===== src/rtl/div_rs.sv =====
// Reservation station for the integer divider: holds dispatched DIV/REM ops until both sources are ready.
// Latency: an op dispatched ready (or woken by the CDB) is issuable the cycle after the capturing edge.
// Backpressure: dis_ready drops when all entries are occupied; iss_ready=0 holds the oldest-eligible selection.

`ifndef ROB_LEN
`define ROB_LEN 16
`endif

module div_rs #(
   parameter int RS_DEPTH = 4
) (
   input  logic                         clk,
   input  logic                         rst,
   input  logic                         dis_valid,
   output logic                         dis_ready,
   input  logic [2:0]                   dis_funct3,
   input  logic [6:0]                   dis_rs1_tag,
   input  logic [6:0]                   dis_rs2_tag,
   input  logic                         dis_rs1_rdy,
   input  logic                         dis_rs2_rdy,
   input  logic [31:0]                  dis_rs1_data,
   input  logic [31:0]                  dis_rs2_data,
   input  logic [$clog2(`ROB_LEN)-1:0]  dis_rob_idx,
   input  logic [6:0]                   dis_rd,
   input  logic                         cdb_valid,
   input  logic [6:0]                   cdb_tag,
   input  logic [31:0]                  cdb_data,
   input  logic                         mispredict,
   input  logic [`ROB_LEN-1:0]          flush_mask,
   output logic                         iss_valid,
   input  logic                         iss_ready,
   output logic [2:0]                   iss_funct3,
   output logic [31:0]                  iss_rs1_data,
   output logic [31:0]                  iss_rs2_data,
   output logic [$clog2(`ROB_LEN)-1:0]  iss_rob_idx,
   output logic [6:0]                   iss_rd,
   output logic [$clog2(RS_DEPTH):0]    rs_count
);

   localparam int RW = $clog2(`ROB_LEN);
   localparam int IW = $clog2(RS_DEPTH);
   localparam int CW = IW + 1;
   localparam logic [CW-1:0] DEPTH_C = CW'(RS_DEPTH);

   typedef struct packed {
      logic [6:0]  tag;
      logic        rdy;
      logic [31:0] data;
   } opnd_t;

   typedef struct packed {
      logic          vld;
      logic [2:0]    funct3;
      opnd_t         src1;
      opnd_t         src2;
      logic [RW-1:0] rob_idx;
      logic [6:0]    rd;
   } entry_t;

   entry_t              ent [RS_DEPTH];
   // older[i][j] = 1 when entry i was dispatched before entry j
   logic [RS_DEPTH-1:0] older [RS_DEPTH];

   logic [RS_DEPTH-1:0] flush_hit;
   logic [RS_DEPTH-1:0] elig;
   logic [RS_DEPTH-1:0] blk;
   logic [RS_DEPTH-1:0] sel_oh;
   logic [IW-1:0]       sel_idx;
   logic [IW-1:0]       free_idx;
   logic                dis_fire;
   logic                dis_kill;
   logic                dis_wr;
   logic                iss_fire;
   entry_t              new_ent;

   // Occupancy is the population count of the registered valid bits.
   always_comb begin
      rs_count = '0;
      for (int i = 0; i < RS_DEPTH; i++) begin
         rs_count = rs_count + CW'(ent[i].vld);
      end
   end

   // Dispatch acceptance looks only at registered occupancy, so an issue this cycle never frees a slot early.
   assign dis_ready = (rs_count < DEPTH_C);
   assign dis_fire  = dis_valid & dis_ready;
   assign dis_kill  = mispredict & flush_mask[dis_rob_idx];
   assign dis_wr    = dis_fire & ~dis_kill;

   // Lowest-index free entry receives the next dispatch.
   always_comb begin
      free_idx = '0;
      for (int i = RS_DEPTH - 1; i >= 0; i--) begin
         if (!ent[i].vld) free_idx = IW'(i);
      end
   end

   // Build the incoming entry, capturing a same-cycle CDB broadcast for any non-ready source.
   always_comb begin
      new_ent            = '0;
      new_ent.vld        = 1'b1;
      new_ent.funct3     = dis_funct3;
      new_ent.rob_idx    = dis_rob_idx;
      new_ent.rd         = dis_rd;
      new_ent.src1.tag   = dis_rs1_tag;
      new_ent.src1.rdy   = dis_rs1_rdy;
      new_ent.src1.data  = dis_rs1_data;
      new_ent.src2.tag   = dis_rs2_tag;
      new_ent.src2.rdy   = dis_rs2_rdy;
      new_ent.src2.data  = dis_rs2_data;
      if (!dis_rs1_rdy && cdb_valid && (cdb_tag == dis_rs1_tag)) begin
         new_ent.src1.rdy  = 1'b1;
         new_ent.src1.data = cdb_data;
      end
      if (!dis_rs2_rdy && cdb_valid && (cdb_tag == dis_rs2_tag)) begin
         new_ent.src2.rdy  = 1'b1;
         new_ent.src2.data = cdb_data;
      end
   end

   // An entry is eligible when valid, fully ready and not being killed by this cycle's flush.
   always_comb begin
      flush_hit = '0;
      elig      = '0;
      for (int i = 0; i < RS_DEPTH; i++) begin
         flush_hit[i] = mispredict & ent[i].vld & flush_mask[ent[i].rob_idx];
         elig[i]      = ent[i].vld & ent[i].src1.rdy & ent[i].src2.rdy & ~flush_hit[i];
      end
   end

   // Oldest-eligible select: an entry is blocked if any other eligible entry is older than it.
   always_comb begin
      blk = '0;
      for (int i = 0; i < RS_DEPTH; i++) begin
         for (int j = 0; j < RS_DEPTH; j++) begin
            if (j != i) blk[i] = blk[i] | (elig[j] & older[j][i]);
         end
      end
      sel_oh = elig & ~blk;
   end

   // Encode the one-hot selection into an entry index.
   always_comb begin
      sel_idx = '0;
      for (int i = 0; i < RS_DEPTH; i++) begin
         if (sel_oh[i]) sel_idx = IW'(i);
      end
   end

   assign iss_valid = |elig;
   assign iss_fire  = iss_valid & iss_ready;

   // Issue payload comes straight from the selected registered entry, zero when nothing is eligible.
   always_comb begin
      iss_funct3   = '0;
      iss_rs1_data = '0;
      iss_rs2_data = '0;
      iss_rob_idx  = '0;
      iss_rd       = '0;
      if (iss_valid) begin
         iss_funct3   = ent[sel_idx].funct3;
         iss_rs1_data = ent[sel_idx].src1.data;
         iss_rs2_data = ent[sel_idx].src2.data;
         iss_rob_idx  = ent[sel_idx].rob_idx;
         iss_rd       = ent[sel_idx].rd;
      end
   end

   // Entry state and age matrix: wakeup, issue/flush release, and dispatch allocation.
   always_ff @(posedge clk or posedge rst) begin
      if (rst) begin
         for (int i = 0; i < RS_DEPTH; i++) begin
            ent[i]   <= '0;
            older[i] <= '0;
         end
      end else begin
         for (int i = 0; i < RS_DEPTH; i++) begin
            if (ent[i].vld && !ent[i].src1.rdy && cdb_valid && (ent[i].src1.tag == cdb_tag)) begin
               ent[i].src1.rdy  <= 1'b1;
               ent[i].src1.data <= cdb_data;
            end
            if (ent[i].vld && !ent[i].src2.rdy && cdb_valid && (ent[i].src2.tag == cdb_tag)) begin
               ent[i].src2.rdy  <= 1'b1;
               ent[i].src2.data <= cdb_data;
            end
            if (flush_hit[i] || (iss_fire && sel_oh[i])) begin
               ent[i].vld <= 1'b0;
            end
         end
         // The free slot is never the issued or flushed one, so these writes cannot collide.
         if (dis_wr) begin
            ent[free_idx]   <= new_ent;
            older[free_idx] <= '0;
            for (int j = 0; j < RS_DEPTH; j++) begin
               if (IW'(j) != free_idx) older[j][free_idx] <= 1'b1;
            end
         end
      end
   end

endmodule

===== config.mk =====
export PLATFORM = sky130hd
export DESIGN_NAME = div_rs
export DESIGN_NICKNAME = d
export VERILOG_FILES = /design/src/rtl/div_rs.sv
export SDC_FILE = /design/constraint.sdc
export NUM_CORES = 1
export LEC_CHECK = 0
export BUFFER_PORTS_ARGS = -buffer_cell sky130_fd_sc_hd__buf_2
export CORE_ASPECT_RATIO = 0.5
export CORE_MARGIN = 1
export CORE_UTILIZATION = 49
export DETAILED_ROUTE_END_ITERATION = 10
export PLACE_DENSITY = 0.72
export SYNTH_ARGS = -nofsm -noshare
export SYNTH_HDL_FRONTEND = slang
export SYNTH_SLANG_ARGS = --single-unit

===== constraint.sdc =====
create_clock -name clk -period 12.3 [get_ports clk]
set_input_delay 2.46 -clock clk [delete_from_list [all_inputs] [get_ports clk]]
set_output_delay 2.46 -clock clk [all_outputs]
set_load 0.02 [all_outputs]

==> impl_metrics.json, run 1 <==
{
  "cts_hold_buf": 0,
  "initial_core_util_pct": 50.04,
  "synthCells": 2094,
  "grt.total_usage_pct": 32.34,
  "rows": 51,
  "synthArstFlopShare_pct": 100.0,
  "outcome": "completed",
  "p_per_area_mw_per_mm2": 245.8,
  "drt_wl_total_um": 67050,
  "first_iter_violations": 1970,
  "grt_first_pass_wirelength_um": 102100,
  "worstPathArrival_ns": 6.06,
  "layout_commonest_cell": "dfrtp_1",
  "synth_edf_count": 0,
  "num_vias": 17810,
  "clk_latency_ns": 0.54,
  "postCtsSetupBuffers": 0,
  "dieArea_mm2": 0.04087,
  "cts_buffer_depth": 3,
  "fin_nets": 2402,
  "hold_class": "reg -> reg",
  "grt_pass1_vias": 17450,
  "area_growth_pct": 14.81,
  "synth.area.top_cells": "dfrtp_1 50%, o22ai_1 7.8%, nand2_1 6.4%",
  "drive_gt1_share_pct": 16.31,
  "cts.sinks": 392,
  "synth_seq_cells": 392,
  "regArea_mm2": 0.009809,
  "rsz0062_at_grt": "false",
  "whs_ns": 0.4741,
  "cts_tree": "done",
  "grt_max_degree": 80,
  "cp_common_cell": "buf_2",
  "port_buffers": 237,
  "cp.required_ns": 9.84,
  "drcViolationCount": 0,
  "cts_resized": 0,
  "tightest_slew_ns": 1.238,
  "start_kind": "input pin",
  "ir_drop_mv": 0.09896,
  "hpwl_um": 40250,
  "yosysTopAreaCellShare_pct": 50.03,
  "vias_per_cell": 6.350,
  "crit_chain": "buf_2 -> mux4_2 -> o2111a_1 -> or3b_1 -> o2111ai_1 -> nand3_4 -> o22ai_1 -> buf_2",
  "slowest_delay_ns": 0.85,
  "antenna_found_initial": 9,
  "multiInputGateArea_mm2": 0.009150,
  "timing.final.crit_share_pct": 69.25,
  "seq_area_frac_synth_pct": 50.03,
  "die_w_um": 284.9,
  "setup_total_negative_slack_ns": 0,
  "total_leakage_power_nw": 10.82,
  "clk_pin_slew_worst_paths_ns": 0.07,
  "maxCapViolCount": 0,
  "cts-root-buf": "clkbuf_16",
  "end_kind": "primary output",
  "coreArea_mm2": 0.03918,
  "syn-num-nets": 2254,
  "gr-total-overflow": 0,
  "hold_viol": 0,
  "slew_viol_final": 0,
  "synth_cell_types": 53,
  "synth.cell_area_mm2": 0.01961,
  "ys.flop_type": "dfrtp_1",
  "fmax_mhz": 117.4,
  "ant_nets": 0,
  "pin_count": 238,
  "finClkSkew_ns": 0.01957,
  "setup_viol": 0,
  "synth_top_area_cell": "dfrtp_1",
  "cp_max_fo": 78,
  "cts_buffers": 37,
  "n_fill_cell": 3446,
  "final_cell_mix": "392 x dfrtp_1, 333 x nand2_1, 254 x nor2_1",
  "htreeDepth": 2,
  "postSynthAreaPerCell_um2": 9.364,
  "dr.pass1.iters": 5,
  "slowest_stage": "nand3_4",
  "die_h_um": 143.5,
  "slew_headroom_pct": 17.40,
  "worstSetupPathType": "in -> out",
  "yosys_warnings": 0,
  "power_mw": 5.534,
  "gp_congestion": 0.8982,
  "fin_crit_ns": 8.518,
  "wl_per_cell_um": 23.91
}
cells in the mapped netlist (2+ instances only):
cell and instances:
clkbuf_1 111, a22oi_1 61, ha_1 4, o21ai_1 12, o22ai_1 246, and3_1 9, a21oi_1 188, or2_2 2
nand3b_1 3, or3_1 2, mux2i_1 96, and4_1 2, nor3_1 8, inv_1 49, buf_1 4, nand4b_1 2
o2111ai_1 10, nor2_1 258, xor2_1 43, buf_4 4, nand4_1 14, xnor2_1 27, nand2b_1 3, mux2_1 55
buf_2 42, nor2b_1 5, nor4_1 12, nand3_1 9, nor3b_1 7, dfrtp_1 392, a221o_1 24, a32oi_1 12
nand2_1 333, o2111a_1 3, o221ai_1 2, mux4_2 13, o21ai_0 11
layer usage:
layer,global-route usage (%),wire [µm],vias up,share of wire (%)
li1,-,-,7774,-
met1,43.56,27350,8863,41
met2,52.06,31250,969,47
met3,5.413,5880,195,8.8
met4,13.96,2540,4,3.8
met5,0,27,-,0.040
report_power, final:
part / switching (mW) / total (mW) / internal [mW]
Clock: 0.513 / 1.20 / 0.686
Combinational: 1.19 / 2.02 / 0.830
Sequential: 0.430 / 2.32 / 1.89
cells by family (layout without fill, tap and decap cells):
logic type,Yosys count,count (layout),synth area share (%)
adders and majority gates,5,5,0.3574
DFF,392,392,50.03
and+or+nand+nor,676,676,14.17
other,0,6,0
xor gates and xnor gates,70,70,3.127
AOI/OAI and AO/OA,577,577,18.40
buffers and inverters,210,384,4.365
muxes,164,164,9.553
worst max-delay path, delay by kind of cell:
kind | cells | cell delay [ns]
simple gates | 2 | 1.40
compound gates | 3 | 1.26
buf+inv | 2 | 0.37
mux | 1 | 0.48
final cells by class:
| cell class | count | area share, % |
|---|---|---|
| clock inverter | 10 | 0.6058 |
| multi-input combinational | 1492 | 40.65 |
| antenna | 6 | 0.06670 |
| timing repair buffer | 270 | 6.425 |
| clock buffer | 55 | 4.902 |
| inverter | 49 | 0.8337 |
| sequential | 392 | 43.57 |
| tap | 530 | 2.946 |
stage by stage:
| step | setup slack (ns) | area (µm²) | std cells | util, % |
|---|---|---|---|---|
| floorplan | 4.566 | 19610 | 2094 | - |
| global placement | 3.918 | 21260 | 2733 | 54.25 |
| detailed placement | 3.848 | 21260 | 2733 | 54.25 |
| CTS | 3.843 | 22500 | 2798 | 57.42 |
| global route | 3.627 | 22510 | 2803 | 57.45 |
| finish | 3.782 | 22510 | 2804 | 57.46 |
path summary, 6_finish.rpt:
check                               start                          to  slack, ns  cells after the start
hold reg to reg                      flop                        flop       0.47                      2
setup / recovery           flush_mask[15]               iss_funct3[2]       3.78                      8
hold / removal                       flop                        flop       0.47                      2
min in group asynchronous             rst  asynchronous set/reset pin       2.11                      2
max in group asynchronous             rst                    ent[300]       7.78                      4
setup reg to reg                 ent[379]                     ent[72]       7.44                     11
Power figures use the tool's default switching activity.
==> run 2, diff against run 1 <==
--- a/config.mk
+++ b/config.mk
@@ -5,12 +5,13 @@
 export SDC_FILE = /design/constraint.sdc
 export NUM_CORES = 1
 export LEC_CHECK = 0
+export ABC_AREA = 1
 export BUFFER_PORTS_ARGS = -buffer_cell sky130_fd_sc_hd__buf_2
 export CORE_ASPECT_RATIO = 0.5
 export CORE_MARGIN = 1
 export CORE_UTILIZATION = 49
 export DETAILED_ROUTE_END_ITERATION = 10
-export PLACE_DENSITY = 0.72
+export PLACE_DENSITY = 0.71
 export SYNTH_ARGS = -nofsm -noshare
 export SYNTH_HDL_FRONTEND = slang
 export SYNTH_SLANG_ARGS = --single-unit
==> constraint.sdc (replaced) <==
create_clock -name clk -period 7.5 [get_ports clk]
set_input_delay 1.5 -clock clk [delete_from_list [all_inputs] [get_ports clk]]
set_output_delay 1.5 -clock clk [all_outputs]
set_load 0.02 [all_outputs]
==> run 2 against run 1 <==
  * Clock power grew 71%
  * Clock-buffer cell count rose by 6
  * Combinational power rose to 3.3 times the previous value
  * Hold slack gained 0.0067 ns
  * Sequential cell count unchanged
  * Largest cell class is now multi-input gates
  * Largest power group is now combinational logic
==> impl_metrics.json, run 2 <==
{
  "outcome": "completed",
  "finClkSkew_ns": 0.01781,
  "whs_ns": 0.4807,
  "p_sw_mw": 5.913,
  "dr.pass1.iters": 6,
  "yosys_warnings": 0,
  "htreeDepth": 2,
  "grt_max_degree": 146,
  "synth_edf_count": 0,
  "power_frac_seq_pct": 29.7,
  "synthCells": 3356,
  "post-route-util_pct": 56.12,
  "synthArstFlopShare_pct": 100.0,
  "layout_commonest_cell": "nand2_1",
  "cts_hold_buf": 0,
  "clk_pin_slew_worst_paths_ns": 0.06,
  "comb_power_share_pct": 53.7,
  "dpl.cell_count": 4030,
  "rrSetupSlack_ns": 3.67,
  "crit_path_end": "iss_rs1_data[28]",
  "slew_headroom_pct": 21.19,
  "setup_total_negative_slack_ns": 0,
  "cts_tree": "done",
  "seq_area_frac_synth_pct": 42.28,
  "synth_top_area_cell": "dfrtp_1",
  "cts_buffers": 40,
  "slowest_stage": "nand2_8",
  "vias_per_cell": 5.447,
  "maxCapViolCount": 0,
  "r2r_end": "ent[217]",
  "r2r-start": "ent[189]",
  "hold_class": "reg -> reg",
  "grt_pass1_vias": 20300,
  "dieArea_mm2": 0.04828,
  "synth-simple-area-share_pct": 28.28,
  "pin_count": 238,
  "postCtsSetupBuffers": 0,
  "die_h_um": 155.9,
  "crit_chain": "buf_2 -> inv_1 -> nand2_1 -> nand3_1 -> nand3_1 -> nand3_1 -> nand2_1 -> nand2_1 -> nand3_1 -> nand2_1 -> inv_2 -> nand2_8 -> nand2_4 -> buf_12 -> nand2_1 -> nand2_1 -> a21oi_1 -> buf_2",
  "fmax_mhz": 163.0,
  "cts_resized": 0,
  "synth_top_family_by_area": "simple AND/OR/NAND/NOR gates",
  "power_mw": 12.37,
  "cp_max_fo": 92,
  "fin_cells": 4106,
  "area_growth_pct": 11.18,
  "tightest_slew_ns": 1.173,
  "ant_nets": 0,
  "synth_fa_ha_area_share_pct": 0.3020,
  "gp_congestion": 0.9143,
  "slew_viol_final": 0,
  "postSynthAreaPerCell_um2": 6.914,
  "die_w_um": 309.7,
  "grt.total_usage_pct": 30.15,
  "wl_per_cell_um": 17.76,
  "end_kind": "primary output",
  "cp_common_cell": "nand2_1",
  "met2_length_um": 34290,
  "synth-compound-area-share_pct": 16.95,
  "num_vias": 22370,
  "slowest_delay_ns": 0.51,
  "yosysTopAreaCellShare_pct": 42.28,
  "synth.area.mux_share_pct": 1.380,
  "syn-num-nets": 3516,
  "hold_viol": 0,
  "first_iter_violations": 2272,
  "synth_seq_cells": 392,
  "synth_most_common_cell": "nand2_1",
  "cts.sinks": 392,
  "p_sw_share_pct": 47.80,
  "timing.final.crit_share_pct": 81.82,
  "cp.required_ns": 6.00,
  "cts-root-buf": "clkbuf_16",
  "p_int_mw": 6.457,
  "synth.cell_area_mm2": 0.02320,
  "cts_buffer_depth": 3,
  "clkPwrFrac_pct": 16.6,
  "grt_first_pass_wirelength_um": 114500,
  "start_kind": "input pin",
  "worstSetupPathType": "in -> out",
  "wl_met1_um": 31790,
  "p_per_area_mw_per_mm2": 479.5,
  "drt_wl_total_um": 72900,
  "cp_top_family": "simple AND/OR/NAND/NOR gates",
  "r2r_cells": 10,
  "wl_met3_um": 4641,
  "drcViolationCount": 0,
  "ir_drop_mv": 0.4096,
  "startpoint": "flush_mask[5]",
  "port_buffers": 237,
  "synth.area.top_cells": "dfrtp_1 42%, nand2_1 17%, o21ai_0 13%",
  "rsz0062_at_grt": "false",
  "synth_xor_area_share_pct": 1.661,
  "synthTopCellsByCount": "1049 x nand2_1, 598 x o21ai_0, 392 x dfrtp_1",
  "synth_cell_types": 41,
  "fin_nets": 3605,
  "clk_latency_ns": 0.56,
  "crit_buf_inv": 5,
  "coreArea_mm2": 0.04597,
  "worstPathArrival_ns": 4.64,
  "setup_viol": 0,
  "fin_crit_ns": 6.137,
  "initial_core_util_pct": 50.48,
  "final_cell_mix": "1038 x nand2_1, 598 x o21ai_0, 392 x dfrtp_1",
  "gr-total-overflow": 0,
  "rows": 55,
  "ys.flop_type": "dfrtp_1",
  "total_leakage_power_nw": 13.40,
  "highest_layer": "met4",
  "hpwl_um": 43550,
  "drive_gt1_share_pct": 12.28,
  "cp.depth": 18,
  "antenna_found_initial": 2
}
run 2: how the worst min path moves through the flow:
stage | from | end | slack [ns] | depth (start not counted)
after floorplan | flop | flop | 0.45 | 2
after global placement | flop | flop | 0.46 | 2
after detailed placement | flop | flop | 0.47 | 2
after CTS | flop | flop | 0.48 | 2
after global routing | flop | flop | 0.51 | 2
final | flop | flop | 0.48 | 2
run 2: kinds of logic after synthesis:
logic type,Yosys count
AO/OA/AOI/OAI,758
XOR/XNOR,44
adder cells (fa/ha/maj),5
buffers and inverters,498
flip-flops,392
multiplexers,32
AND/OR/NAND/NOR,1627
run 2: layout make-up:
type	count	area, µm²
clock inverters	13	131.4
fillers	4539	20170
inverters	274	1037
well taps	627	784.5
multi-input cells	2466	11370
clock buffers	61	1171
diodes	2	5.005
flip-flops and latches	392	9809
repair buffers	271	1491
run 2: power groups by stage:
stage               logic, mW  clock network, mW  registers [mW]
floorplan                4.91                  0            3.53
global placement         6.49                  0            3.66
detailed placement       6.59                  0            3.69
CTS                      6.62               2.08            3.67
global route             7.44               2.16            3.79
finish                   6.64               2.05            3.68
run 2: stage by stage:
step	instance area (µm²)	worst slack, ns
final	25800	1.363
after global routing	25800	1.112
after CTS	25790	1.381
after detailed placement	24490	1.393
after global placement	24490	1.417
after floorplan	23210	0.7261
run 2: routing by layer:
layer  GRT usage, %  vias to the layer above
li1               -                    10880
met1          41.53                    10540
met2          49.57                      810
met3          3.477                      137
met4          10.09                        0
met5              0                        -
run 2: worst register-to-register path: stages (launching register included):
cell and delay (ns):
dfrtp_1 0.51, fa_1 0.57, ha_1 0.17, ha_1 0.18
inv_1 0.07, nand3_2 0.19, inv_2 0.11, nand3_4 0.06
buf_4 0.85, buf_4 0.70, o21ai_0 0.26
==> run 3, diff against run 2 <==
--- a/config.mk
+++ b/config.mk
@@ -5,13 +5,13 @@
 export SDC_FILE = /design/constraint.sdc
 export NUM_CORES = 1
 export LEC_CHECK = 0
-export ABC_AREA = 1
+export ABC_AREA = 0
 export BUFFER_PORTS_ARGS = -buffer_cell sky130_fd_sc_hd__buf_2
 export CORE_ASPECT_RATIO = 0.5
 export CORE_MARGIN = 1
 export CORE_UTILIZATION = 49
 export DETAILED_ROUTE_END_ITERATION = 10
-export PLACE_DENSITY = 0.71
+export PLACE_DENSITY = 0.72
 export SYNTH_ARGS = -nofsm -noshare
 export SYNTH_HDL_FRONTEND = slang
 export SYNTH_SLANG_ARGS = --single-unit
==> constraint.sdc (replaced) <==
create_clock -name clk -period 5 [get_ports clk]
set_input_delay 1 -clock clk [delete_from_list [all_inputs] [get_ports clk]]
set_output_delay 1 -clock clk [all_outputs]
set_load 0.02 [all_outputs]
==> run 3 against run 2 <==
  * Non-clock buffer count grew 40
  * Global-route usage grew 1.8 points
  * Die area fell by 15%
  * Hold slack lost 0.028 ns
  * Sequential power is 53% higher
  * Total power grew 9.2%
  * Clock skew down 0.00085 ns
  * Final area shrank 11%
  * Clock-buffer cell count shrank 4
  * Via count shrank 20%
  * Critical path depth fell by 8
  * Worst setup slack got worse by 1.2 ns
  * Highest routed layer is now met5
==> impl_metrics.json, run 3 (same netlist as run 1, synthesis figures left out) <==
{
  "crit_chain": "buf_2 -> mux4_2 -> o2111a_1 -> or3b_1 -> o2111ai_4 -> buf_12 -> buf_4 -> nor2_1 -> o22ai_1 -> buf_2",
  "first_iter_violations": 2044,
  "fmax_mhz": 205.4,
  "outcome": "completed",
  "port_buffers": 237,
  "place_area_mm2": 0.02178,
  "rrSetupSlack_ns": 1.06,
  "slowest_delay_ns": 0.55,
  "grt_first_pass_wirelength_um": 102100,
  "busiest_layer": "met2",
  "regArea_mm2": 0.009811,
  "rsz0062_at_grt": "false",
  "power_frac_seq_pct": 41.7,
  "cts_tree": "done",
  "slowest_stage": "or3b_1",
  "cts.sinks": 392,
  "cts_resized": 0,
  "finClkSkew_ns": 0.01696,
  "slew_viol_final": 0,
  "maxCapViolCount": 0,
  "grt_pass1_vias": 17700,
  "rows": 51,
  "use_met1_pct": 43.34,
  "drt_wl_total_um": 65720,
  "dpl.cell_count": 2774,
  "cp_common_cell": "buf_2",
  "timing.final.crit_share_pct": 97.36,
  "p_per_area_mw_per_mm2": 590.1,
  "r2r_cells": 11,
  "htreeDepth": 2,
  "start_kind": "input pin",
  "setup_viol": 0,
  "startpoint": "flush_mask[15]",
  "p_sw_mw": 5.242,
  "hold_class": "in -> async",
  "grt.total_usage_pct": 31.95,
  "layout_commonest_cell": "dfrtp_1",
  "cp.required_ns": 4.00,
  "postCtsSetupBuffers": 0,
  "coreArea_mm2": 0.03918,
  "antenna_found_initial": 9,
  "initial_core_util_pct": 50.04,
  "vias_per_cell": 6.297,
  "crit_path_end": "iss_rs2_data[3]",
  "worstPathArrival_ns": 3.87,
  "drcViolationCount": 0,
  "cts_hold_buf": 0,
  "cts_buffer_depth": 3,
  "final_cell_mix": "391 x dfrtp_1, 333 x nand2_1, 254 x nor2_1",
  "gr-total-overflow": 0,
  "cts_buffers": 37,
  "num_vias": 17900,
  "die_h_um": 143.5,
  "fin_cells": 2842,
  "pin_count": 238,
  "clk_pin_slew_worst_paths_ns": 0.06,
  "dieArea_mm2": 0.04087,
  "r2r-start": "ent[379]",
  "multiInputGateArea_mm2": 0.009156,
  "total_leakage_power_nw": 11.01,
  "end_kind": "primary output",
  "stdcell_area_mm2": 0.02288,
  "n_fill_cell": 3433,
  "grt_max_degree": 138,
  "dr.pass1.iters": 7,
  "clk_latency_ns": 0.54,
  "clkPwrFrac_pct": 19.8,
  "r2r_end": "ent[158]",
  "worstSetupPathType": "in -> out",
  "fin_crit_ns": 4.868,
  "cts-root-buf": "clkbuf_16",
  "p_int_mw": 8.262,
  "die_w_um": 284.9,
  "use_met3_pct": 5.619,
  "wl_per_cell_um": 23.12,
  "area_growth_pct": 16.71,
  "gp_congestion": 0.9026,
  "hpwl_um": 41960,
  "cp_max_fo": 63,
  "p_sw_share_pct": 38.82,
  "ir_drop_mv": 0.2856,
  "gr-usage-met2_pct": 51.21,
  "ant_nets": 0,
  "fin_nets": 2443,
  "hold_viol": 0,
  "slew_headroom_pct": 24.85,
  "drive_gt1_share_pct": 17.40,
  "tightest_slew_ns": 1.123,
  "comb_power_share_pct": 38.5
}
-- run 3: cell types whose count changed in the layout (fill, tap and decap cells not counted), moves of 61 or more --
cell and change:
a21oi_1 +88, o21ai_0 -587, nand2_1 -705, o22ai_1 +244, inv_1 -209, nand3_1 -136, mux2i_1 +62, nor2_1 -107
a22oi_1 +61
-- run 3: critical path, delay by kind of cell --
| kind | cells | cell delay (ns) |
|---|---|---|
| buffers and inverters | 4 | 0.91 |
| AND/OR/NAND/NOR | 2 | 0.60 |
| AO/OA/AOI/OAI | 3 | 0.78 |
| multiplexers | 1 | 0.48 |
-- run 3: routing by layer --
metal	share of wire (%)	up-vias	routed length [µm]
li1	-	7869	-
met1	41	8811	26980
met2	47	1022	30570
met3	9.1	193	5954
met4	3.3	2	2200
met5	0.017	-	11
-- run 3: worst min-delay path by stage --
stage               depth (start not counted)                    endpoint  startpoint
global route                                2  asynchronous set/reset pin         rst
global placement                            2                        flop        flop
finish                                      2  asynchronous set/reset pin         rst
CTS                                         2  asynchronous set/reset pin         rst
detailed placement                          2                        flop        flop
floorplan                                   2                        flop        flop
-- run 3: stage by stage --
stage	hold slack [ns]	power, mW	utilization, %	setup slack (ns)	setup TNS (ns)
CTS	0.4472	13.45	58.34	0.06671	0
detailed placement	0.4653	10.78	55.58	0.1761	0
global placement	0.4597	10.59	55.58	0.1985	0
global route	0.4665	14.26	58.40	0.01125	0
floorplan	0.4453	8.977	-	-1.274	-499.36
finish	0.4525	13.50	58.41	0.1318	0
-- run 3: final cells by class --
cell class | count | share of cell area (%)
sequential | 392 | 42.87
multi-input combinational | 1492 | 40.01
timing repair buffer | 311 | 8.595
clock buffer | 57 | 4.636
tap | 530 | 2.898
inverter | 49 | 0.8201
antenna | 8 | 0.08748
clock inverter | 3 | 0.08201
-- run 3: power by group through the flow --
stage / sequential (mW) / combinational (mW) / clock [mW]
final: 5.63 / 5.20 / 2.67
after floorplan: 5.31 / 3.67 / 0
after global routing: 5.79 / 5.65 / 2.81
after global placement: 5.60 / 4.99 / 0
after CTS: 5.60 / 5.17 / 2.68
after detailed placement: 5.64 / 5.14 / 0
